### config.mk
export PLATFORM = sky130hd
export DESIGN_NAME = sdram_init_monitor
export DESIGN_NICKNAME = d
export VERILOG_FILES = /design/src/rtl/sdram_pkg.sv /design/src/rtl/sdram_cmd_decode.sv /design/src/rtl/sdram_init_monitor.sv
export SDC_FILE = /design/constraint.sdc
export NUM_CORES = 1
export LEC_CHECK = 0
export BUFFER_PORTS_ARGS = -buffer_cell sky130_fd_sc_hd__clkbuf_2
export CORE_UTILIZATION = 64
export CTS_BUF_LIST = sky130_fd_sc_hd__clkbuf_8
export DETAILED_ROUTE_END_ITERATION = 8
export GPL_ROUTABILITY_DRIVEN = 0
export PLACE_DENSITY_LB_ADDON = 0.25
export SYNTH_ARGS = -nofsm -noshare
export SYNTH_HDL_FRONTEND = slang
export SYNTH_HIERARCHICAL = 1
export SYNTH_SLANG_ARGS = --single-unit
### constraint.sdc
create_clock -name iclk -period 5 [get_ports iclk]
set_input_delay 0.75 -clock iclk [delete_from_list [all_inputs] [get_ports iclk]]
set_output_delay 0.75 -clock iclk [all_outputs]
set_load 0.01 [all_outputs]
### src/rtl/sdram_pkg.sv
// ---------------------------------------------------------------------------
// sdram_pkg: SDRAM command encodings and monitor types.  Rev 1.0
// ---------------------------------------------------------------------------
`default_nettype none

package sdram_pkg;

  // {cs_n, ras_n, cas_n, we_n}
  localparam logic [3:0] CMD_NOP  = 4'b0111;
  localparam logic [3:0] CMD_MRS  = 4'b0000;
  localparam logic [3:0] CMD_REF  = 4'b0001;
  localparam logic [3:0] CMD_PALL = 4'b0010;

  typedef enum logic [2:0] {
    DESEL   = 3'd0,
    NOP     = 3'd1,
    PRE     = 3'd2,
    REF     = 3'd3,
    MRS     = 3'd4,
    ILLEGAL = 3'd5
  } cmd_t;

  typedef enum logic [2:0] {
    ERR_NONE    = 3'd0,
    ERR_EARLY   = 3'd1,
    ERR_TIMING  = 3'd2,
    ERR_FEWREF  = 3'd3,
    ERR_MODE    = 3'd4,
    ERR_ILLEGAL = 3'd5,
    ERR_BANK    = 3'd6
  } err_t;

  typedef enum logic [2:0] {
    ST_WAIT_PWR   = 3'd0,
    ST_WAIT_REF   = 3'd1,
    ST_REFRESHING = 3'd2,
    ST_LOADED     = 3'd3,
    ST_DONE       = 3'd4,
    ST_ERROR      = 3'd5
  } mon_state_t;

  function automatic logic [15:0] sat_inc16(input logic [15:0] v);
    return (v == 16'hFFFF) ? v : v + 16'd1;
  endfunction

endpackage

`default_nettype wire

### src/rtl/sdram_cmd_decode.sv
// ---------------------------------------------------------------------------
// sdram_cmd_decode: combinational decode of the SDRAM command pins.  Rev 1.0
// ---------------------------------------------------------------------------
`default_nettype none

module sdram_cmd_decode
  import sdram_pkg::*;
(
  input  logic cs_n,
  input  logic ras_n,
  input  logic cas_n,
  input  logic we_n,
  input  logic a10,
  output cmd_t cmd,
  output logic is_pall
);

  logic [3:0] pins;

  assign pins = {cs_n, ras_n, cas_n, we_n};

  always_comb begin
    cmd     = ILLEGAL;
    is_pall = 1'b0;
    if (cs_n) begin
      cmd = DESEL;
    end else if (pins == CMD_NOP) begin
      cmd = NOP;
    end else if (pins == CMD_PALL) begin
      // A10 distinguishes precharge-all from a single-bank precharge
      cmd     = PRE;
      is_pall = a10;
    end else if (pins == CMD_REF) begin
      cmd = REF;
    end else if (pins == CMD_MRS) begin
      cmd = MRS;
    end
  end

endmodule

`default_nettype wire

### src/rtl/sdram_init_monitor.sv
// ---------------------------------------------------------------------------
// sdram_init_monitor: passive checker for the SDRAM power-up sequence.  Rev 1.0
// ---------------------------------------------------------------------------
`default_nettype none

module sdram_init_monitor
  import sdram_pkg::*;
#(
  parameter int unsigned POWERUP_CYCLES = 10000,
  parameter int unsigned TRP_CYCLES     = 1,
  parameter int unsigned TRFC_CYCLES    = 2,
  parameter int unsigned TMRD_CYCLES    = 2,
  parameter int unsigned MIN_REFRESH    = 8,
  parameter logic [12:0] EXP_MODE       = 13'h0023
) (
  input  logic        iclk,
  input  logic        ctr_reset,
  input  logic        ienb,
  input  logic        cke,
  input  logic        cs_n,
  input  logic        ras_n,
  input  logic        cas_n,
  input  logic        we_n,
  input  logic [12:0] addr,
  input  logic [1:0]  ba,
  output logic        odone,
  output logic        oerr,
  output logic [2:0]  oerr_code,
  output logic [7:0]  orefcnt,
  output logic [12:0] omode
);

  localparam logic [15:0] PWR_MIN  = 16'(POWERUP_CYCLES);
  localparam logic [15:0] TRP_MIN  = 16'(TRP_CYCLES);
  localparam logic [15:0] TRFC_MIN = 16'(TRFC_CYCLES);
  localparam logic [15:0] TMRD_MIN = 16'(TMRD_CYCLES);
  localparam logic [7:0]  REF_MIN  = 8'(MIN_REFRESH);

  cmd_t       cmd;
  logic       is_pall;
  logic       nop_like;
  logic       checking;
  mon_state_t state;
  mon_state_t state_nxt;
  logic [15:0] gap_cnt;
  logic [15:0] pwr_cnt;
  logic [7:0]  refcnt_nxt;
  logic [12:0] mode_nxt;
  logic e_early, e_timing, e_fewref, e_mode, e_illegal, e_bank;
  logic err_any;
  err_t err_sel;

  sdram_cmd_decode u_decode (
    .cs_n    (cs_n),
    .ras_n   (ras_n),
    .cas_n   (cas_n),
    .we_n    (we_n),
    .a10     (addr[10]),
    .cmd     (cmd),
    .is_pall (is_pall)
  );

  assign nop_like = (cmd == DESEL) || (cmd == NOP);
  assign checking = ienb && (state != ST_DONE) && (state != ST_ERROR);

  always_comb begin
    e_early    = 1'b0;
    e_timing   = 1'b0;
    e_fewref   = 1'b0;
    e_mode     = 1'b0;
    e_illegal  = 1'b0;
    e_bank     = 1'b0;
    state_nxt  = state;
    refcnt_nxt = orefcnt;
    mode_nxt   = omode;
    if (checking) begin
      if (!cke || cmd == ILLEGAL) e_illegal = 1'b1;
      case (state)
        ST_WAIT_PWR: begin
          if (cmd == REF || cmd == MRS) e_early = 1'b1;
          if (cmd == PRE) begin
            if (!is_pall)               e_bank    = 1'b1;
            else if (pwr_cnt < PWR_MIN) e_early   = 1'b1;
            else                        state_nxt = ST_WAIT_REF;
          end
        end
        ST_WAIT_REF: begin
          if (cmd == REF) begin
            if (gap_cnt < TRP_MIN) begin
              e_timing = 1'b1;
            end else begin
              state_nxt  = ST_REFRESHING;
              refcnt_nxt = 8'd1;
            end
          end
          if (cmd == MRS) e_fewref  = 1'b1;
          if (cmd == PRE) e_illegal = 1'b1;
        end
        ST_REFRESHING: begin
          if (cmd == REF) begin
            if (gap_cnt < TRFC_MIN)      e_timing   = 1'b1;
            else if (orefcnt != 8'hFF)   refcnt_nxt = orefcnt + 8'd1;
          end
          // Any error flagged here blocks the state change and the mode capture
          if (cmd == MRS) begin
            if (gap_cnt < TRFC_MIN)                e_timing = 1'b1;
            if (orefcnt < REF_MIN)                 e_fewref = 1'b1;
            if (addr != EXP_MODE || ba != 2'b00)   e_mode   = 1'b1;
            state_nxt = ST_LOADED;
            mode_nxt  = addr;
          end
          if (cmd == PRE) e_illegal = 1'b1;
        end
        ST_LOADED: begin
          if (!nop_like)                 e_timing  = 1'b1;
          else if (gap_cnt >= TMRD_MIN)  state_nxt = ST_DONE;
        end
        default: ;
      endcase
    end
  end

  assign err_any = e_early | e_timing | e_fewref | e_mode | e_illegal | e_bank;

  // Lowest code wins when several errors coincide
  always_comb begin
    err_sel = ERR_NONE;
    if (e_early)        err_sel = ERR_EARLY;
    else if (e_timing)  err_sel = ERR_TIMING;
    else if (e_fewref)  err_sel = ERR_FEWREF;
    else if (e_mode)    err_sel = ERR_MODE;
    else if (e_illegal) err_sel = ERR_ILLEGAL;
    else if (e_bank)    err_sel = ERR_BANK;
  end

  always_ff @(posedge iclk or posedge ctr_reset) begin
    if (ctr_reset) begin
      state     <= ST_WAIT_PWR;
      gap_cnt   <= 16'd0;
      pwr_cnt   <= 16'd0;
      odone     <= 1'b0;
      oerr      <= 1'b0;
      oerr_code <= 3'd0;
      orefcnt   <= 8'd0;
      omode     <= 13'd0;
    end else if (checking) begin
      gap_cnt <= nop_like ? sat_inc16(gap_cnt) : 16'd1;
      if (state == ST_WAIT_PWR && nop_like) pwr_cnt <= sat_inc16(pwr_cnt);
      if (err_any) begin
        state     <= ST_ERROR;
        oerr      <= 1'b1;
        oerr_code <= err_sel;
        odone     <= 1'b0;
      end else begin
        state   <= state_nxt;
        orefcnt <= refcnt_nxt;
        omode   <= mode_nxt;
        odone   <= (state_nxt == ST_DONE);
      end
    end
  end

endmodule

`default_nettype wire

==> results of run 1 <==
-- placed cells by master, fill, tap and decap left out, drive strengths merged, types with 4 or more instances in the layout --
master	instances
dfrtp	61
clkbuf	58
nor2	27
nand2	26
xnor2	22
nor4	21
o21ai	21
and2	16
nand4	14
nor3	13
inv	12
nand2b	9
xor2	8
nand3	7
a21oi	6
o31ai	6
ha	5
nor3b	4
o21a	4
clkinv	4
-- area by class of cell --
| cell class | instances | area, sq um |
|---|---|---|
| fillers | 340 | 1080 |
| clock buffers | 10 | 137.6 |
| flip-flops and latches | 61 | 1526 |
| repair buffers | 50 | 255.2 |
| inverters | 10 | 37.54 |
| multi-input cells | 258 | 1683 |
| well taps | 67 | 83.83 |
| clock inverters | 6 | 45.04 |
-- path summary, 6_finish.rpt --
kind,startpoint,end,slack (ns),cells past startpoint
min,omode[5],omode[5],0.47,1
max reg2reg,state[0],pwr_cnt[15],2.43,6
min in group asynchronous,ctr_reset,gap_cnt[13],0.60,3
min reg2reg,omode[5],omode[5],0.47,1
max,ras_n,omode[10],1.49,7
max in group asynchronous,ctr_reset,gap_cnt[2],3.92,3
-- registers in the layout, summed over array words and instances, names as in the netlist --
name and flops:
gap_cnt 16, odone 1, oerr 1, oerr_code 3
omode 13, orefcnt 8, pwr_cnt 16, state 3
-- per-stage QoR --
stage          setup WS, ns  power, mW
6_report              1.487      1.306
5_1_grt               1.197      1.381
4_1_cts               1.520      1.313
3_5_place_dp          1.201     0.9056
3_3_place_gp          1.369     0.8927
2_1_floorplan         2.147     0.8213
-- kinds of logic after synthesis --
group	count (synthesis)	share of synthesized area
buffers and inverters	22	0.03685
AO/OA/AOI/OAI	57	0.1151
XOR/XNOR	30	0.07898
adder cells (fa/ha/maj)	5	0.01880
multiplexers	1	0.003384
AND/OR/NAND/NOR	165	0.2881
flip-flops	61	0.4588
-- power breakdown --
part | internal [mW] | switching, mW | leakage [nW] | total [mW]
combinational | 0.120 | 0.166 | 0.810 | 0.285
clock | 0.196 | 0.208 | 0.0970 | 0.404
sequential | 0.545 | 0.0716 | 0.814 | 0.617
-- metal layers --
layer | global-route usage | wire length [um] | share of wire
met5 | 0 | 0 | 0
met4 | 0.1026 | 70 | 0.010
met3 | 0.09892 | 501 | 0.072
met2 | 0.4414 | 3286 | 0.47
met1 | 0.3852 | 3127 | 0.45
-- synthesized netlist by cell type (all sizes together) (9+ instances only) --
library cell / instances
and2: 16
o21ai: 21
xnor2: 22
nand4: 14
inv: 10
nor3: 13
nor2: 27
nand2b: 9
nor4: 21
nand2: 26
dfrtp: 61
==> metrics, run 1 <==
result of the run complete, no violations; setup repair after global routing missed its margin false; final critical-path required period 3.513 ns; gr usage total 0.2889; Worst-Skew Late Latency around 0.35 ns; master of the slowest instance on the critical path sky130_fd_sc_hd__a211oi_1; post-CTS setup repair buffer count 0; Worst Path Max Fanout 13; area added between synthesis and finish 13.28%; Post-synth top flop sky130_fd_sc_hd__dfrtp_1; starting density of the core 0.6862; Inserted Clock Buffers 9; Boundary Pins 49; final total negative setup slack 0 ns; net count reported at finish between 400 and 500; number of flops mapped to enable cells by yosys 0; Die Span Y 74.10 um; required time reported for the critical path endpoint 5.23 ns; max-slew violation count 0; first-pass GRT wire length 11.87 mm; critical path start-end classification in -> reg; post-layout utilization of the core 0.7773; die width ~74 um; final worst-path cycle share 0.7026; count of cell types in the netlist 58; clock sink total just over 60; First DRT Iteration DRCs around 180; synthesized instance count 341; Placed Instances 446; largest area contributor in the synthesized netlist sky130_fd_sc_hd__dfrtp_1; vias after detailed routing 2,820; hold slack 0.4690 ns; kind of start point of the critical path input pin; area of the die 5491 sq um; total detailed-routing wirelength 6.985 mm; power per standard cell area 346.7 nW/um^2; Resized Gates After CTS 0; CTS clock-pin slew for the worst setup and hold paths 0.07 ns; number of buffers on the longest clock path 2; number of global-route vias before repair around 2,700; antenna violations before repair 0; fraction of registers with async set or reset after synthesis 1.000; reported max-cap violation count 0; endpoint kind of the worst setup timing path flop; arrival time reported for the critical path endpoint between 3 and 4 ns; leading post-synthesis cells by cell area sky130_fd_sc_hd__dfrtp_1, sky130_fd_sc_hd__xnor2_1, sky130_fd_sc_hd__nor4_1; post-detailed-route DRC marker count 0; Floorplan Core Area 4848 sq um; number of nets with antenna violations after detailed routing 0; final setup vio count 0; stage delay of the slowest cell on the critical path 0.88 ns; list of cells traversed by the critical path clkbuf_2, xnor2_1, a211oi_1, or3b_1, nor4_1, nand4_1, and2_2; largest delay contributor family on the critical path simple AND/OR/NAND/NOR gates; post-synth top area share 0.4588; detailed-router iteration count before antenna repair 4; number of vias per cell 6.104; DP HPWL 4.913 mm; combined area of all synthesized cells 3327 sq um; fraction of layout instances using a drive strength above 1 0.2203; non-filler instance count after layout 462; relative slew slack 0.2087; Post-Syn Nets roughly 370; Warnings, synthesis 6; mean instance size in the synthesized netlist 9.756 sq um; Avg WL per Cell 15.12 um; Max H-tree Level 3; Buffers on Ports 48; CTS root buf sky130_fd_sc_hd__clkbuf_8; Buffers & Inverters on Critical Path 1; num rows 25; maximum number of pins on one net before global-route repair 62; number of synthesized register bits 61; number of hold violations in the final report 0; type of the worst min-delay path reg -> reg; placement-stage cell area 3586 sq um; pin slew with the least headroom to its limit 1.178 ns; leakage 1.721 nW; clock tree from TritonCTS yes; number of diodes 0; worst clock skew 0.01233 ns; cts-stage hold buffer count 0; top achievable clock speed 284.6 MHz; largest voltage drop on the vdd net 0.2014 mV; portion of the post-synthesis area used by sequential elements 0.4588; GR Overflow Total 0; Layout Cell Area excl Fill roughly 3800 sq um
Power figures use the tool's default switching activity.
==> run 2: changes to the inputs <==
--- a/config.mk
+++ b/config.mk
@@ -5,8 +5,9 @@
 export SDC_FILE = /design/constraint.sdc
 export NUM_CORES = 1
 export LEC_CHECK = 0
+export ABC_AREA = 1
 export BUFFER_PORTS_ARGS = -buffer_cell sky130_fd_sc_hd__clkbuf_2
-export CORE_UTILIZATION = 64
+export CORE_UTILIZATION = 60
 export CTS_BUF_LIST = sky130_fd_sc_hd__clkbuf_8
 export DETAILED_ROUTE_END_ITERATION = 8
 export GPL_ROUTABILITY_DRIVEN = 0
==> constraint.sdc (replaced) <==
create_clock -name iclk -period 3.6 [get_ports iclk]
set_input_delay 0.54 -clock iclk [delete_from_list [all_inputs] [get_ports iclk]]
set_output_delay 0.54 -clock iclk [all_outputs]
set_load 0.01 [all_outputs]
==> run 2 against run 1 <==
Combinational power increased by 21%. Sequential share of layout area decreased by 5.1 points. Die area increased by 21%. Via count increased by 24%. Synthesized cell count increased by 51%. Total power increased by 38%. Register-to-register slack got worse by 1.0 ns. Design area increased by 14%. Sequential power increased by 25%. Global-route usage decreased by 1.8 points. Critical path type unchanged. Critical endpoint is now pwr_cnt[12]. Highest routed layer unchanged.
==> metrics, run 2 <==
gr usage total 0.2710; post-synthesis share of cell area spent on and, or, nand and nor gates 0.3729; most frequent standard cell in the layout excluding fill and tap cells sky130_fd_sc_hd__nand2_1; number of nets with antenna violations after detailed routing 0; area fraction in compound gates after synthesis 0.07016; multi-input logic area 1938 sq um; post-detailed-route DRC marker count 0; num rows 28; adder and majority gate portion of the synthesized area 0.01647; Buffers on Ports 48; area of the die ~6700 sq um; portion of the post-synthesis area used by sequential elements 0.4018; max-slew violation count 0; count of cell types in the netlist 36; die width 81.57 um; Worst Path Max Fanout 13; starting density of the core 0.6304; leakage 2.211 nW; First DRT Iteration DRCs about 210; Boundary Pins 49; first-pass GRT wire length 13.80 mm; detailed-router iteration count before antenna repair 5; dominant combinational cell family by area after synthesis simple AND/OR/NAND/NOR gates; mean instance size in the synthesized netlist 7.376 sq um; most frequent cells in the layout sky130_fd_sc_hd__nand2_1, sky130_fd_sc_hd__inv_1, sky130_fd_sc_hd__dfrtp_1; number of flops mapped to enable cells by yosys 0; total detailed-routing wirelength roughly 8.1 mm; required time reported for the critical path endpoint 3.83 ns; largest voltage drop on the vdd net ~0.39 mV; DP HPWL 5.955 mm; Post-Syn Nets 543; Avg WL per Cell 12.54 um; stage delay of the slowest cell on the critical path 0.35 ns; XOR/XNOR share of the synthesized area 0.05072; post-layout utilization of the core 0.7151; post-CTS setup repair buffer count 0; Floorplan Core Area 6026 sq um; combined area of all synthesized cells 3799 sq um; top achievable clock speed 426.4 MHz; vias after detailed routing 3,505; largest delay contributor family on the critical path simple AND/OR/NAND/NOR gates; Warnings, synthesis 6; fraction of registers with async set or reset after synthesis 1.000; reported max-cap violation count 0; post-synth top area share 0.4018; worst clock skew 0.006489 ns; clock tree from TritonCTS yes; GR Overflow Total 0; Buffers & Inverters on Critical Path 4; number of buffers on the longest clock path 2; number of vias per cell 5.409; CTS clock-pin slew for the worst setup and hold paths 0.07 ns; critical path start-end classification in -> reg; multiplexer area fraction after synthesis 0; result of the run complete, no violations; number of hold violations in the final report 0; Die Span Y between 80 and 90 um; maximum number of pins on one net before global-route repair 44; area added between synthesis and finish 13.44%; pin slew with the least headroom to its limit 0.9011 ns; non-filler instance count after layout 648; type of the worst min-delay path in -> async; post-layout total power 1.800 mW; number of global-route vias before repair 3,182; final setup vio count 0; Post-synth top flop sky130_fd_sc_hd__dfrtp_1; largest area contributor in the synthesized netlist sky130_fd_sc_hd__dfrtp_1; relative slew slack 0.3984; Resized Gates After CTS 0; Placed Instances between 600 and 700; list of cells traversed by the critical path clkbuf_2, inv_1, nand2_1, nand2_1, a21oi_2, inv_1, nand2_1, nor3_1, nand2_1, inv_1, nand2_1, o21ai_0, nand2_1; final critical-path required period 2.345 ns; Crit path top cell by count sky130_fd_sc_hd__nand2_1; Worst-Skew Late Latency roughly 0.35 ns; CTS root buf sky130_fd_sc_hd__clkbuf_8; final total negative setup slack 0 ns; fraction of layout instances using a drive strength above 1 0.1902; Max H-tree Level 3; antenna violations before repair 0; clock sink total 61; Inserted Clock Buffers 9; number of synthesized register bits 61; master of the slowest instance on the critical path sky130_fd_sc_hd__inv_1; cts-stage hold buffer count 0; net count reported at finish 596; number of diodes 0; arrival time reported for the critical path endpoint 2.58 ns; Largest regs gap_cnt: 16 flops, pwr_cnt: 16 flops, omode: 13 flops; count leader, synth sky130_fd_sc_hd__nand2_1; power per standard cell area 417.7 nW/um^2; final worst-path cycle share 0.6514; endpoint kind of the worst setup timing path flop; leading post-synthesis cells by cell area sky130_fd_sc_hd__dfrtp_1, sky130_fd_sc_hd__nand2_1, sky130_fd_sc_hd__inv_1; synthesized instance count between 500 and 600; setup repair after global routing missed its margin false; fill cell instance count of the final layout 470; Storage cell area between 1500 and 2000 sq um; top cells by count, synth sky130_fd_sc_hd__nand2_1, sky130_fd_sc_hd__inv_1, sky130_fd_sc_hd__dfrtp_1; kind of start point of the critical path input pin
[run 2: cell types whose count changed in the layout (fill, tap and decap cells not counted), sizes merged, moves of 4 or more]
cell	previous run	this run
nand2	26	137
inv	12	76
nor2	27	74
nand3	7	44
xnor2	22	2
and2	16	0
nor4	21	8
xor2	8	20
a21oi	6	15
nand2b	9	0
o21a	4	0
[run 2: through the flow]
step / instance area [sq um] / setup slack (ns) / hold slack (ns)
floorplan: 3799 / 1.506 / 0.4677
global placement: 4088 / 1.045 / 0.4460
detailed placement: 4088 / 0.9300 / 0.4540
CTS: 4309 / 1.309 / 0.3897
global route: 4309 / 0.9715 / 0.4541
finish: 4309 / 1.255 / 0.3689
[run 2: cell type report]
| cell class | count | share of cell area |
|---|---|---|
| Multi-Input combinational cell | 372 | 0.4498 |
| Sequential cell | 61 | 0.3542 |
| Inverter | 75 | 0.06533 |
| Timing Repair Buffer | 49 | 0.05749 |
| Clock buffer | 9 | 0.02875 |
| Clock inverter | 7 | 0.02265 |
| Tap cell | 75 | 0.02178 |
[run 2: kinds of logic (layout without fill, tap and decap cells)]
group,count (synthesis),after routing
simple gates,301,301
flops,61,61
xor+xnor,22,22
fa+ha+maj,5,5
buf+inv,82,140
compound gates,44,44
[run 2: worst paths after layout]
path,end,depth (start not counted),start,slack (ns)
min in group iclk,omode[5],1,omode[5],0.47
min,omode[11],2,ctr_reset,0.37
min reg2reg,omode[5],1,omode[5],0.47
max reg2reg,pwr_cnt[12],8,state[2],1.41
max,pwr_cnt[12],13,cas_n,1.25
max in group asynchronous,pwr_cnt[2],3,ctr_reset,2.45
[run 2: worst register-to-register path: cells and delay by family, from the launching register on]
family	cells	cell delay [ns]
buffers and inverters	2	0.49
AND/OR/NAND/NOR	5	0.94
flip-flops	1	0.46
AO/OA/AOI/OAI	1	0.18
[run 2: where the power goes]
part | internal [mW] | switching [mW]
Sequential | 0.726 | 0.0437
Combinational | 0.111 | 0.232
Clock | 0.391 | 0.295
[run 2: per-layer routing]
| metal | vias to the layer above | share of wire | routed length, um | global-route usage |
|---|---|---|---|---|
| met1 | 1603 | 0.45 | 3681 | 0.3469 |
| li1 | 1752 | - | - | - |
| met4 | 0 | 0.017 | 136 | 0.09649 |
| met3 | 16 | 0.067 | 542 | 0.08000 |
| met5 | - | 0 | 0 | 0 |
| met2 | 134 | 0.46 | 3767 | 0.4342 |
